$ cat src/rtl/serial_pattern_tx.sv
// serial_pattern_tx: drives a parallel pattern out MSB-first on one serial line.
// The frame repeats with optional idle gaps, the line idles at IDLE_BIT, and done pulses at the end.
// Ports:
//   clk, rst (sync, active-high)
//   start, pattern, len, repeats : transmission request and the frame it describes
//   pause                        : holds the current bit while in SEND
//   x, bit_valid                 : serial line and its live-bit qualifier
//   busy, done, err              : status outputs (done and err are one-cycle pulses)
module serial_pattern_tx #(
    parameter int WIDTH      = 8,
    parameter int CNT_W      = 4,
    parameter int GAP_CYCLES = 2,
    parameter bit IDLE_BIT   = 1'b1,
    localparam int LEN_W     = $clog2(WIDTH + 1)
) (
    input  logic             clk,
    input  logic             rst,
    input  logic             start,
    input  logic [WIDTH-1:0] pattern,
    input  logic [LEN_W-1:0] len,
    input  logic [CNT_W-1:0] repeats,
    input  logic             pause,
    output logic             x,
    output logic             bit_valid,
    output logic             busy,
    output logic             done,
    output logic             err
);

    localparam int GW = (GAP_CYCLES > 1) ? $clog2(GAP_CYCLES) : 1;
    localparam logic [GW-1:0] GAP_LD =
        (GAP_CYCLES > 0) ? GW'(GAP_CYCLES - 1) : '0;
    localparam logic [LEN_W-1:0] WMAX = LEN_W'(WIDTH);
    localparam logic [LEN_W-1:0] ONE  = LEN_W'(1);

    typedef enum logic [1:0] {
        IDLE,
        SEND,
        GAP,
        DONE
    } state_t;

    state_t           state;
    logic [WIDTH-1:0] shreg;
    logic [WIDTH-1:0] cap_pat;
    logic [LEN_W-1:0] cap_len;
    logic [LEN_W-1:0] bcnt;
    logic [CNT_W-1:0] fcnt;
    logic [GW-1:0]    gcnt;

    logic [LEN_W-1:0] shamt;
    logic [WIDTH-1:0] aligned;
    logic [WIDTH-1:0] nxt;
    logic             len_ok;

    // Left-justify the pattern so the frame's MSB sits at shreg[WIDTH-1].
    always_comb begin
        shamt   = WMAX - len;
        aligned = pattern << shamt;
        nxt     = shreg << 1;
        len_ok  = (len != '0) && (len <= WMAX);
    end

    always_ff @(posedge clk) begin
        if (rst) begin
            state     <= IDLE;
            shreg     <= '0;
            cap_pat   <= '0;
            cap_len   <= '0;
            bcnt      <= '0;
            fcnt      <= '0;
            gcnt      <= '0;
            x         <= IDLE_BIT;
            bit_valid <= 1'b0;
            busy      <= 1'b0;
            done      <= 1'b0;
            err       <= 1'b0;
        end else begin
            done <= 1'b0;
            err  <= 1'b0;
            unique case (state)
                IDLE: begin
                    x         <= IDLE_BIT;
                    bit_valid <= 1'b0;
                    busy      <= 1'b0;
                    if (start && len_ok) begin
                        cap_pat   <= aligned;
                        cap_len   <= len;
                        shreg     <= aligned;
                        bcnt      <= len;
                        fcnt      <= repeats;
                        x         <= aligned[WIDTH-1];
                        bit_valid <= 1'b1;
                        busy      <= 1'b1;
                        state     <= SEND;
                    end else if (start) begin
                        err <= 1'b1;
                    end
                end
                SEND: begin
                    if (pause) begin
                        // The held bit stays on x but is not qualified again.
                        bit_valid <= 1'b0;
                    end else if (bcnt != ONE) begin
                        shreg     <= nxt;
                        bcnt      <= bcnt - ONE;
                        x         <= nxt[WIDTH-1];
                        bit_valid <= 1'b1;
                    end else if (fcnt != '0) begin
                        fcnt <= fcnt - 1'b1;
                        if (GAP_CYCLES > 0) begin
                            gcnt      <= GAP_LD;
                            x         <= IDLE_BIT;
                            bit_valid <= 1'b0;
                            state     <= GAP;
                        end else begin
                            shreg     <= cap_pat;
                            bcnt      <= cap_len;
                            x         <= cap_pat[WIDTH-1];
                            bit_valid <= 1'b1;
                        end
                    end else begin
                        x         <= IDLE_BIT;
                        bit_valid <= 1'b0;
                        busy      <= 1'b0;
                        done      <= 1'b1;
                        state     <= DONE;
                    end
                end
                GAP: begin
                    if (gcnt == '0) begin
                        shreg     <= cap_pat;
                        bcnt      <= cap_len;
                        x         <= cap_pat[WIDTH-1];
                        bit_valid <= 1'b1;
                        state     <= SEND;
                    end else begin
                        gcnt <= gcnt - 1'b1;
                    end
                end
                DONE: begin
                    x         <= IDLE_BIT;
                    bit_valid <= 1'b0;
                    busy      <= 1'b0;
                    state     <= IDLE;
                end
                default: state <= IDLE;
            endcase
        end
    end

endmodule

$ cat config.mk
export PLATFORM = sky130hd
export DESIGN_NAME = serial_pattern_tx
export DESIGN_NICKNAME = d
export VERILOG_FILES = /design/src/rtl/serial_pattern_tx.sv
export SDC_FILE = /design/constraint.sdc
export NUM_CORES = 1
export LEC_CHECK = 0
export BUFFER_PORTS_ARGS = -buffer_cell sky130_fd_sc_hd__buf_4
export CORE_ASPECT_RATIO = 2
export CORE_MARGIN = 2
export CORE_UTILIZATION = 60
export CTS_CLUSTER_SIZE = 12
export DETAILED_ROUTE_END_ITERATION = 7
export PLACE_DENSITY = 0.82
export SYNTH_ARGS = -nofsm -noshare
export SYNTH_HDL_FRONTEND = slang
export SYNTH_SLANG_ARGS = --single-unit
$ cat constraint.sdc
create_clock -name clk -period 4.6 [get_ports clk]
set_clock_uncertainty 0.2 [all_clocks]
set_input_delay 1.15 -clock clk [delete_from_list [all_inputs] [get_ports clk]]
set_output_delay 1.15 -clock clk [all_outputs]
set_load 0.03 [all_outputs]
=== After elaboration in Yosys (flattened, before gate mapping) ===
Cells that the tools add are included.

* Flip-flop bits (word level): 35
* Input bits: 20
* Logic and storage cells: 91
* Output and inout bits: 5

* Muxes and demuxes: 42
* Bitwise operators: 2
* Shift operators: 1
* $add $sub $neg: 4
* Reduce and logical (&&, ||, !) cells: 18
* Equality and inequality tests: 11
* Magnitude comparators: 1

{| class="wikitable"
|+ Operators by type and width
! kind !! number
|-
| 2-to-1 mux 4 bit || 8
|-
| 2-to-1 mux 7 bit || 4
|-
| one-hot mux 7 bit (3 select lines) || 1
|-
| 2-to-1 mux 1 bit || 18
|-
| != test 2 bit, second input constant || 7
|-
| one-hot mux 4 bit (3 select lines) || 1
|-
| AND reduction 4 bit || 3
|-
| AND reduction 5 bit || 2
|-
| 2-to-1 mux 2 bit || 4
|-
| one-hot mux 1 bit (4 select lines) || 2
|-
| one-hot mux 2 bit (4 select lines) || 1
|-
| one-hot mux 4 bit (2 select lines) || 1
|-
| nonzero test 4 bit || 2
|-
| << shifter 8 x 4 -> 8 bit || 1
|-
| subtractor 4 x 1 -> 4 bit, second input constant || 2
|-
| nonzero test 3 bit || 2
|-
| equality test 2 bit, second input constant || 2
|-
| <= comparator 4 bit, second input constant || 1
|-
| != test 4 x 1 -> 1 bit, second input constant || 1
|-
| AND reduction 2 bit || 2
|-
| nonzero test 2 bit || 2
|-
| OR reduction 4 bit || 1
|-
| subtractor 4 bit, first input constant || 1
|-
| one-hot mux 1 bit (3 select lines) || 1
|-
| 7 further kinds || 9
|}

=== Longest topological paths before layout ===
* Word-level depth: 5
* Depth in mapped cells: 9
* Depth with buffers taken out: 6

=== Worst setup path before layout ===
No wires, ideal clock.

* Kind: in2reg
* Start: input len[0]
* End: register x
* Setup time: 0.122 ns
* Arrival time: 2.962 ns
* Buffers on the path: 2
* Stages: 8
* Data required time: 4.278 ns
* Path slack: 1.317 ns
* Cells stage by stage: buf_2 inv_1 ha_1 buf_2 mux4_2 mux2i_1 o2111ai_1 a221o_1

* Longest elaborated chain between the ends: 5
* Elaborated cells on any way between the ends: 8
* Classes of those cells: 1 x add/sub; 1 x order compare; 1 x shift; 2 x mux; 3 x reduce/logical

{| class="wikitable"
|+ RTL lines
! what !! RTL line !! text
|-
| start, declared || 20 || <nowiki>input logic [LEN_W-1:0] len,</nowiki>
|-
| branches (longest 3 deep; another with subtractor 4 bit) || -- ||
|-
| 2-to-1 mux 1 bit (*) || 86 || <nowiki>if (start && len_ok) begin</nowiki>
|-
| one-hot mux 1 bit (4 select lines) (*) || 81 || <nowiki>unique case (state)</nowiki>
|-
| end signal, assigned || 92 || <nowiki>x <= aligned[WIDTH-1];</nowiki>
|-
| end signal, assigned || 107 || <nowiki>x <= nxt[WIDTH-1];</nowiki>
|-
| end signal, assigned || 119 || <nowiki>x <= cap_pat[WIDTH-1];</nowiki>
|-
| end, declared || 23 || <nowiki>output logic x,</nowiki>
|}

Mark *: on every way between the ends.
A chain may end at the register's enable or synchronous reset.

=== Worst setup path after layout ===
Same ends and word-level chain as after synthesis.

==> results_dict.tcl <==
set metrics [dict create \
    drtPass1Iterations 5 \
    fmax_ghz 0.313 \
    yosysMostFrequentCell "dfxtp_1" \
    cts_buffer_depth 2 \
    clock_sinks 35 \
    design_power_total_mw 1.52 \
    grt_pass1_wl_um 9640 \
    rsz0062_at_grt "no" \
    status "finished, final reports clean" \
    switching_share_pct 42.9 \
    num_io_pins 25 \
    tritoncts "done" \
    grt_util_all_layers_pct 30.1 \
    layout-drive-gt1-share_pct 17.3 \
    path_delay_family "multiplexers" \
    ctsResizeCount 0 \
    synth_area_mm2 0.00230 \
    ys_types 60 \
    reg2reg_depth 6 \
    synth_top_cells_by_count "dfxtp_1 (35), a21oi_1 (31), o21ai_0 (18)" \
    die_h_um 91.5 \
    switchingPower_mw 0.650 \
    post-route-period-util_pct 69.5 \
    ys_seq_area_share_pct 30.5 \
    ys_ff_latch 35 \
    post_cts_buffers 0 \
    syn_nets 300 \
    die_w_um 47.7 \
    wl_per_cell_um 18.0 \
    syn_area_per_cell_um2 8.47 \
    ys.flop_type "dfxtp_1" \
    final_nets 312 \
    drtIter0Drc 95 \
    vias 2249 \
    holdBufCountCts 0 \
    synth_area_leader_cell "dfxtp_1" \
    p_int_mw 0.866 \
    grt-ovfl-total 0 \
    critical_path_buf_inv_count 2 \
    drc 0 \
    power.leakage_nw 0.935 \
    p_seq_share_pct 28.4 \
    grt_max_degree 35 \
    cpMaxStageDelayCell "mux4_2" \
    yosys_warnings 0 \
    path_class "input port to flip-flop" \
    path_depth 7 \
    via_per_inst 6.75 \
    ys_top_cells_by_area "dfxtp_1 (31%), a21oi_1 (6.8%), ha_1 (4.9%)" \
    slew_violations 0 \
    setup_viol 0 \
    insertion_delay_ns 0.29 \
    finalWirelength_um 5980 \
    syn_inst 271 \
    core_mm2 0.00365 \
    grt_pass1_vias 2173 \
    endpoint_kind "flip-flop" \
    synth_edf_count 0 \
    num_rows 31 \
    hold_viol_final 0 \
    place.gp.congestion 0.877 \
    peakVddDrop_uv 372 \
    combPwrFrac_pct 49.3 \
    maxCapViolations 0 \
    critPathArrivalTime_ns 3.18 \
    period_needed_ns 3.20 \
    hp-class "flip-flop to flip-flop" \
    p_clk_share_pct 22.3 \
    async_flop_share_pct 0 \
    slowest_delay_ns 0.57 \
    antenna_found_initial 0 \
    cts.root.buffer_cell "clkbuf_8" \
    antenna-diode-count 0 \
    worstPathMaxFanout 14 \
    path_clk_slew_ns 0.08 \
    powerDensity_mw_per_mm2 587 \
    yosys.area.top_type_share_pct 30.5 \
    worstHoldPathCells 2 \
    start_kind "input port" \
    critPathRequiredTime_ns 4.59 \
    dieArea_mm2 0.00437 \
    io_buffers 24 \
    antenna_left 0 \
    start_util_pct 63.0 \
    place_hpwl_um 4270 \
    path_cells "buf_4 > inv_1 > ha_1 > mux4_2 > mux2i_1 > o2111ai_1 > a221o_1" \
    cts_buffers 5 \
    area_growth_pct 12.5 \
    slew_headroom_pct 41.2 \
    worst_pin_slew_ns 0.883 \
    htree_levels 2 \
    tns_ns 0 \
    r2r_slack_ns 1.79 \
]
[worst min-delay path: cells and delay by family (launching register included)]
kind | cells | cell delay (ns)
flip-flops | 1 | 0.31
AO/OA/AOI/OAI | 1 | 0.05
AND/OR/NAND/NOR | 1 | 0.05
[registers in the layout, summed over array words and instances (netlist names), 2 cells and up]
signal and cells:
bcnt 4, cap_len 4, cap_pat 8, fcnt 4, shreg 7, state 2
[final cells by class]
cell class / count / area (um2)
Inverter: 15 / 56.3
Multi-Input combinational cell: 200 / 1430
Timing Repair Buffer: 26 / 195
Clock buffer: 5 / 68.8
Tap cell: 49 / 61.3
Fill cell: 348 / 1060
Sequential cell: 35 / 701
Clock inverter: 3 / 67.6
[power by group through the flow]
stage / clock (mW) / combinational [mW] / sequential (mW)
floorplan: 0 / 0.551 / 0.441
global placement: 0 / 0.722 / 0.432
detailed placement: 0 / 0.734 / 0.436
CTS: 0.340 / 0.741 / 0.430
global route: 0.350 / 0.821 / 0.439
finish: 0.338 / 0.747 / 0.431
[metal layers]
metal  global-route usage (%)  share of wire (%)  vias up
li1                         -                  -     1064
met4                     18.0                5.1        0
met1                     30.7                 35     1065
met2                     51.7                 55       91
met3                     5.17                4.8       29
met5                        0                  0        -
[cell usage in the layout, fill, tap and decap left out, drive strengths merged, types with 4 or more instances in the layout]
master / netlist / routed
dfxtp: 35 / 35
a21oi: 31 / 31
buf: 10 / 26
o21ai: 18 / 18
inv: 14 / 14
nand2: 13 / 13
nand3: 13 / 13
nor2: 10 / 10
ha: 9 / 9
a22oi: 8 / 8
nor3: 8 / 8
a211oi: 5 / 5
mux4: 5 / 5
nand4: 5 / 5
clkbuf: 11 / 5
mux2i: 4 / 4
or3: 4 / 4
[logic make-up (layout without fill, tap and decap cells)]
logic type / after synthesis / in the layout / synth area share [%]
AO/OA/AOI/OAI: 99 / 99 / 29.6
XOR/XNOR: 4 / 4 / 1.53
adder cells (fa/ha/maj): 9 / 9 / 4.90
buffers and inverters: 36 / 49 / 7.03
flip-flops: 35 / 35 / 30.5
multiplexers: 10 / 10 / 7.14
AND/OR/NAND/NOR: 78 / 78 / 19.3
[path summary, 6_finish.rpt]
check / startpoint / end
max: len[0] / x
min: bit_valid / bit_valid
max reg2reg: state[1] / bit_valid
min reg2reg: bit_valid / bit_valid
[stage by stage]
stage	utilization [%]	cell area [um2]	cells	hold slack, ns	setup slack [ns]
final	70.9	2580	333	0.262	1.40
after detailed placement	67.1	2450	325	0.252	1.13
after CTS	70.9	2580	333	0.269	1.43
after global routing	70.9	2580	333	0.293	1.31
after floorplan	-	2300	271	0.246	1.32
after global placement	67.1	2450	325	0.239	1.20
(Power assumes the default switching activity.)
